`config.mk`:
```
export PLATFORM = sky130hd
export DESIGN_NAME = regfile_32x64
export DESIGN_NICKNAME = d
export VERILOG_FILES = /design/src/rtl/regfile_pkg.sv /design/src/rtl/regfile_entry.sv /design/src/rtl/regfile_32x64.sv
export SDC_FILE = /design/constraint.sdc
export NUM_CORES = 2
export LEC_CHECK = 0
export ABC_AREA = 0
export CORE_MARGIN = 2
export CORE_UTILIZATION = 38
export CTS_BUF_LIST = sky130_fd_sc_hd__clkbuf_16
export DETAILED_ROUTE_END_ITERATION = 10
export PLACE_DENSITY_LB_ADDON = 0.2
export SYNTH_ARGS = -nofsm -noshare
export SYNTH_HDL_FRONTEND = slang
export SYNTH_SLANG_ARGS = --single-unit
```
`constraint.sdc`:
```
create_clock -name clk -period 4.6 [get_ports clk]
set_input_delay 1.38 -clock clk [delete_from_list [all_inputs] [get_ports clk]]
set_output_delay 1.38 -clock clk [all_outputs]
set_load 0.005 [all_outputs]
```
`src/rtl/regfile_pkg.sv`:
```
// regfile_pkg: shared sizes, zero-register index and data/address types for the register file.
package regfile_pkg;
    localparam int DATA_WIDTH = 64;
    localparam int ADDR_WIDTH = 5;
    localparam int NUM_REGS   = 2**ADDR_WIDTH;
    localparam logic [ADDR_WIDTH-1:0] ZERO_REG = 5'd31;
    typedef logic [ADDR_WIDTH-1:0] reg_addr_t;
    typedef logic [DATA_WIDTH-1:0] reg_data_t;
endpackage

```
`src/rtl/regfile_entry.sv`:
```
// regfile_entry: one W-bit register with write enable and asynchronous active-low clear.
// Ports: clk, reset_n (async clear to 0), en (load d on rising clk), d (next value), q (stored value).
module regfile_entry #(
    parameter int W = regfile_pkg::DATA_WIDTH
) (
    input  logic         clk,
    input  logic         reset_n,
    input  logic         en,
    input  logic [W-1:0] d,
    output logic [W-1:0] q
);
    logic [W-1:0] data_d, data_q;
    always_comb data_d = en ? d : data_q;
    always_ff @(posedge clk or negedge reset_n) begin
        if (!reset_n) data_q <= '0;
        else          data_q <= data_d;
    end
    assign q = data_q;
endmodule

```
`src/rtl/regfile_32x64.sv`:
```
// regfile_32x64: 32 x 64-bit register file, two combinational read ports, one synchronous write port.
// Register 31 has no storage and always reads zero; writes to it are dropped.
// Ports: clk, reset_n (async active-low clear of all registers),
//        ReadRegister1/ReadRegister2 -> ReadData1/ReadData2 (zero-latency reads),
//        WriteRegister/WriteData/RegWrite (write on rising clk).
// Optional: define REGFILE_BYPASS_EN to forward WriteData to a read port whose
//           address matches an enabled write before the clock edge.
module regfile_32x64 #(
    parameter int DATA_WIDTH = regfile_pkg::DATA_WIDTH,
    parameter int ADDR_WIDTH = regfile_pkg::ADDR_WIDTH
) (
    input  logic                  clk,
    input  logic                  reset_n,
    input  logic [ADDR_WIDTH-1:0] ReadRegister1,
    input  logic [ADDR_WIDTH-1:0] ReadRegister2,
    input  logic [ADDR_WIDTH-1:0] WriteRegister,
    input  logic [DATA_WIDTH-1:0] WriteData,
    input  logic                  RegWrite,
    output logic [DATA_WIDTH-1:0] ReadData1,
    output logic [DATA_WIDTH-1:0] ReadData2
);
    import regfile_pkg::*;
    localparam int N_REGS = 2**ADDR_WIDTH;
    localparam logic [ADDR_WIDTH-1:0] ZR = ADDR_WIDTH'(N_REGS-1);
    logic                  wr_ok;
    logic [N_REGS-2:0]     we;
    logic [DATA_WIDTH-1:0] regs [N_REGS];
    logic                  fwd1, fwd2;
    assign wr_ok = RegWrite && (WriteRegister != ZR);
    // one-hot decode; the top register has no enable line at all
    assign we = wr_ok ? (N_REGS-1)'(1) << WriteRegister : '0;
    genvar i;
    for (i = 0; i < N_REGS-1; i++) begin : gen_reg
        regfile_entry #(.W(DATA_WIDTH)) u_entry (
            .clk     (clk),
            .reset_n (reset_n),
            .en      (we[i]),
            .d       (WriteData),
            .q       (regs[i])
        );
    end
    assign regs[N_REGS-1] = '0;
`ifdef REGFILE_BYPASS_EN
    // wr_ok already excludes the zero register, so it keeps reading 0
    assign fwd1 = wr_ok && (ReadRegister1 == WriteRegister);
    assign fwd2 = wr_ok && (ReadRegister2 == WriteRegister);
`else
    assign fwd1 = 1'b0;
    assign fwd2 = 1'b0;
`endif
    assign ReadData1 = fwd1 ? WriteData : regs[ReadRegister1];
    assign ReadData2 = fwd2 ? WriteData : regs[ReadRegister2];
endmodule

```
# Word level (Yosys, flattened, before mapping)
# Cells that the tools add are included.
[totals]
ff_bits = 1984
latchBits = 0
mem_bits_rw = 0
romBits = 0
inputBits = 82
out_inout_bits = 128
wordCells = 45
memories = 0
[classes]
add_sub_neg = 0
multipliers = 0
div = 0
order_cmp = 2
n_eq_ne = 1
n_shift = 1
muxes = 7
bitwise = 2
n_reduce_logical = 1
[ops]
columns = ["op", "count"]
rows = [
  ["$bmux W64 S5", 2],
  ["$mux W64", 4],
  ["$mux W31", 1],
  ["$shl A1 B5 Y31 const A", 1],
  ["$ge A6 B6 Y1 const B", 2],
  ["$not A5 Y6", 2],
  ["$ne A5 B5 Y1 const B", 1],
  ["$logic_and A1 B1 Y1", 1],
]

# Depth between registers and ports, before layout
[logic_depth]
ltp_word = 4
ltp_mapped = 8
mapped_depth_nobuf = 4

# Cells and area by module
# Synthesis repeated with hierarchy kept, for this count alone.
[hier_totals]
cells_unflattened = 7306
area_unflattened_um2 = 115956.2
[modules_own_cells]
columns = ["mod", "instances", "cells_each", "area_each_um2", "seq_area_each_um2"]
rows = [
  ["regfile_entry", 31, 135, 2678.8, 1601.5],
  ["regfile_32x64", 1, 3121, 32912.8, 0.0],
]

# Least setup slack after synthesis
# OpenSTA, ideal clock, no wires.
[synth_timing]
kind = "input to output"
start = "in ReadRegister1[0]"
end = "out ReadData1[0]"
arrival_time_ps = 2859
path_slack_ps = 361
stages = 6
n_path_buf = 3
cell_sequence = "buf_2 > clkbuf_1 > buf_2 > mux4_2 > a22oi_1 > nand4_1"
[synth_via]
elab_chain_cells = 4
[synth_lines]
columns = ["element", "line", "rtl"]
rows = [
  ["start: declaration", "regfile_32x64.sv:14", "input logic [ADDR_WIDTH-1:0] ReadRegister1,"],
  ["$not A5 Y6 (not written as such)", "regfile_32x64.sv:51", "assign ReadData1 = fwd1 ? WriteData : regs[ReadRegister1];"],
  ["$bmux W64 S5", "regfile_32x64.sv:51", ""],
  ["$mux W64 (not written as such) (2 in a row)", "regfile_32x64.sv:51", ""],
  ["end: declaration", "regfile_32x64.sv:19", "output logic [DATA_WIDTH-1:0] ReadData1,"],
]
# No other way between the ends. The select of a mux whose other input is x is not followed.

# Worst setup path after layout
[layout_timing]
start = "in ReadRegister1[0]"
end = "out ReadData1[43]"
# The elaborated chain is that of the path after synthesis.

==> impl_results.md <==
* HP Class: in2async
* Synth Instances at 7505
* Post-Syn Area per Cell at 14.0 um2
* Detailed Route WL at 403000 um
* Status: finished with violations
* Cell variety after synth at 39
* Beginning of the worst register-to-register path: gen_reg[24].u_entry.q[2]
* Async SR Flop Fraction at 100%
* TritonCTS clock tree: yes
* Via count at 74500
* PnR worst setup slack at -0.204 ns
* Slowest cell on crit path: mux4_2
* P_int at 37200 uW
* Tot Pwr at 52600 uW
* I/O pin count at 210
* Total grt overflow at 0
* Layout Skew at 0 ns
* Startpoint Class: primary input
* Die area at 0.280 mm2
* Crit path kind: in2out
* Nets at 8248
* Max stage delay on crit path at 0.54 ns
* First-pass GRT wire length at 576000 um
* Pins Over Slew Limit at 0
* Largest net degree at the start of global routing at 174
* Worst r2r dst: gen_reg[24].u_entry.q[2]
* DR iter-0 viols at 7101
* Crit-path max FO at 5
* Placed Area at 0.118 mm2
* Sequential group share of total power at 44.6%
* Detailed placement HPWL at 243000 um
* Clk buf depth at 4
* #FFs+latches synth at 1984
* Non-Filler Instances at 11900
* Gate power share at 23.1%
* Dpl cells at 11200
* Root Driver: clkbuf_16
* Failing checks: setup timing
* DR WL/cell at 33.8 um
* Final period util at 104%
* Final worst path period need at 4.80 ns
* Starting Density at 38.2%
* Leak pwr at 0.0571 uW
* Switch Pwr at 15400 uW
* Gr usage total at 28.4%
* Most common cell after layout, fill and taps aside: dfrtp_1
* Area delta synth->final at 25.0%
* PD cells at 402 mW/mm2
* Worst path cell trace: buf_16 > buf_12 > buf_16 > buf_12 > buf_12 > mux4_2 > a22oi_2 > nand4_1 > buf_2
* Vias in the first global route at 76400
* Sink Count at 1984
* Synthesized area at 0.105 mm2
* Switching portion of total power at 29.2%
* Core area at 0.274 mm2
* RSZ-0062 raised after global routing: true
* Cts bufs inserted at 224
* H-tree depth at 4
* CTS clk-pin slew, worst paths at 0.06 ns
* Clock Power Share at 32.3%
* Worst Path Arrival at 3.42 ns
* Max_slew headroom at 13.2%
* R2R cell count at 1
* Most used cell, CP: buf_12
* Die Height at 529 um
* DRT Pass-1 Iters at 5
* Largest register FFs at 1984
* Seq/Total Area, Yosys at 47.4%
* DRT antenna net count at 0
* Site row count at 192
* Yosys warnings at 0
* Ys flop type: dfrtp_1
* Routed vias/inst at 6.24
* Worst path required time at 3.22 ns
* Die W at 529 um
* Final Wtd Congestion at 0.846
* Hold buffer count at cts at 0
* Initial antenna violation count at 32
* Final hold vios at 0
* Fin area at 0.131 mm2
* PortBufs at 209
* DRC viols at 0
* Syn nets at 7587
* CP Capture Type: primary output
* Setup-failing EPs final at 57
* Pre-CTS setup slack at -0.789 ns
* Max IR drop VDD at 0.375 mV
* Clock Latency Late Sink at 0.89 ns
* Ratio of cells with drive above 1 in the final layout at 51.3%
* Max-Cap Viols at 0
* Number of flops mapped to enable cells by yosys at 0
* Most frequent cells in the layout: dfrtp_1 (1984), mux2_2 (1812), mux4_2 (640)
* Worst reg2reg setup slack at 3.78 ns
* Final setup TNS at -3.65 ns
* Slew at the pin closest to its max-slew limit at 1.30 ns
* F_max at 208 MHz
==> metrics by stage <==
stage | util (%) | hold slack [ns]
after floorplan | - | 0.470
after global placement | 43.0 | 0.481
after detailed placement | 43.0 | 0.497
after CTS | 47.2 | 0.349
after global routing | 47.8 | 0.381
final | 47.8 | 0.387
==> cells in the mapped netlist (4+ instances only) <==
master | n | area, um2
a211oi_1 | 77 | 578
a21boi_0 | 77 | 578
a221oi_1 | 77 | 674
a22oi_1 | 204 | 1530
and2_1 | 5 | 31.3
buf_1 | 30 | 113
buf_2 | 316 | 1580
buf_4 | 10 | 75.1
buf_6 | 6 | 67.6
clkbuf_1 | 459 | 1720
dfrtp_1 | 1984 | 49600
inv_1 | 129 | 484
mux2_1 | 45 | 507
mux2_2 | 1812 | 20400
mux2i_1 | 640 | 6410
mux4_2 | 640 | 14400
nand2_1 | 219 | 822
nand2b_1 | 5 | 31.3
nand3_1 | 54 | 270
nand4_1 | 52 | 325
nor2_1 | 9 | 33.8
nor2_2 | 7 | 43.8
nor2b_1 | 10 | 62.6
nor3b_1 | 4 | 30.0
o211ai_1 | 129 | 968
o21ai_0 | 204 | 1020
o221ai_1 | 127 | 1110
o22ai_1 | 154 | 963
==> per-layer routing <==
| layer | track usage, % | wire length (um) | vias up |
|---|---|---|---|
| met5 | 0 | 80 | - |
| met4 | 11.4 | 17900 | 12 |
| met3 | 5.51 | 30400 | 867 |
| met2 | 44.4 | 186000 | 3131 |
| met1 | 38.7 | 169000 | 40300 |
| li1 | - | - | 30200 |
==> power groups by stage <==
| stage | Sequential, uW | Combinational, uW | Clock (uW) |
|---|---|---|---|
| floorplan | 22800 | 7480 | 0 |
| global placement | 23400 | 11000 | 0 |
| detailed placement | 23700 | 11200 | 0 |
| CTS | 23400 | 11900 | 17300 |
| global route | 23900 | 12900 | 18100 |
| finish | 23500 | 12100 | 17000 |
==> critical path: cells and delay by family <==
kind	cells	cell delay, ns
buffers and inverters	6	0.93
multiplexers	1	0.54
AND/OR/NAND/NOR	1	0.37
AO/OA/AOI/OAI	1	0.20
==> cell type report <==
cell class,instances,area (um2)
Inverter,130,494
Clock buffer,225,5630
Multi-Input combinational cell,4570,53200
Timing Repair Buffer,1256,16300
Tap cell,3589,4490
Sequential cell,1984,49600
Clock inverter,164,1060
Antenna cell,18,45.0
Fill cell,23700,143000
==> cell families (layout without fill, tap and decap cells) <==
group	Yosys count	in the layout	share of synthesized area (%)
flops	1984	1984	47.4
compound gates	1049	1049	7.09
simple gates	384	384	1.76
buf+inv	951	1775	3.87
mux	3137	3137	39.9
other cells	0	18	0
==> worst max-delay path by stage <==
stage | startpoint | cells past startpoint | end
after global routing | ReadRegister2[1] | 12 | ReadData2[17]
final | ReadRegister1[0] | 9 | ReadData1[43]
after global placement | ReadRegister1[0] | 7 | ReadData1[35]
after detailed placement | ReadRegister1[0] | 7 | ReadData1[35]
after floorplan | ReadRegister1[0] | 6 | ReadData1[0]
after CTS | ReadRegister2[0] | 10 | ReadData2[6]
==> what timing repair did <==
item                                    4_1_cts  5_1_grt
gates cloned                                 45        8
pin swaps                                   226      217
endpoints found under the setup margin      128      108
setup buffers                               186      127
resized for setup                           864      313
(Power assumes the default switching activity.)
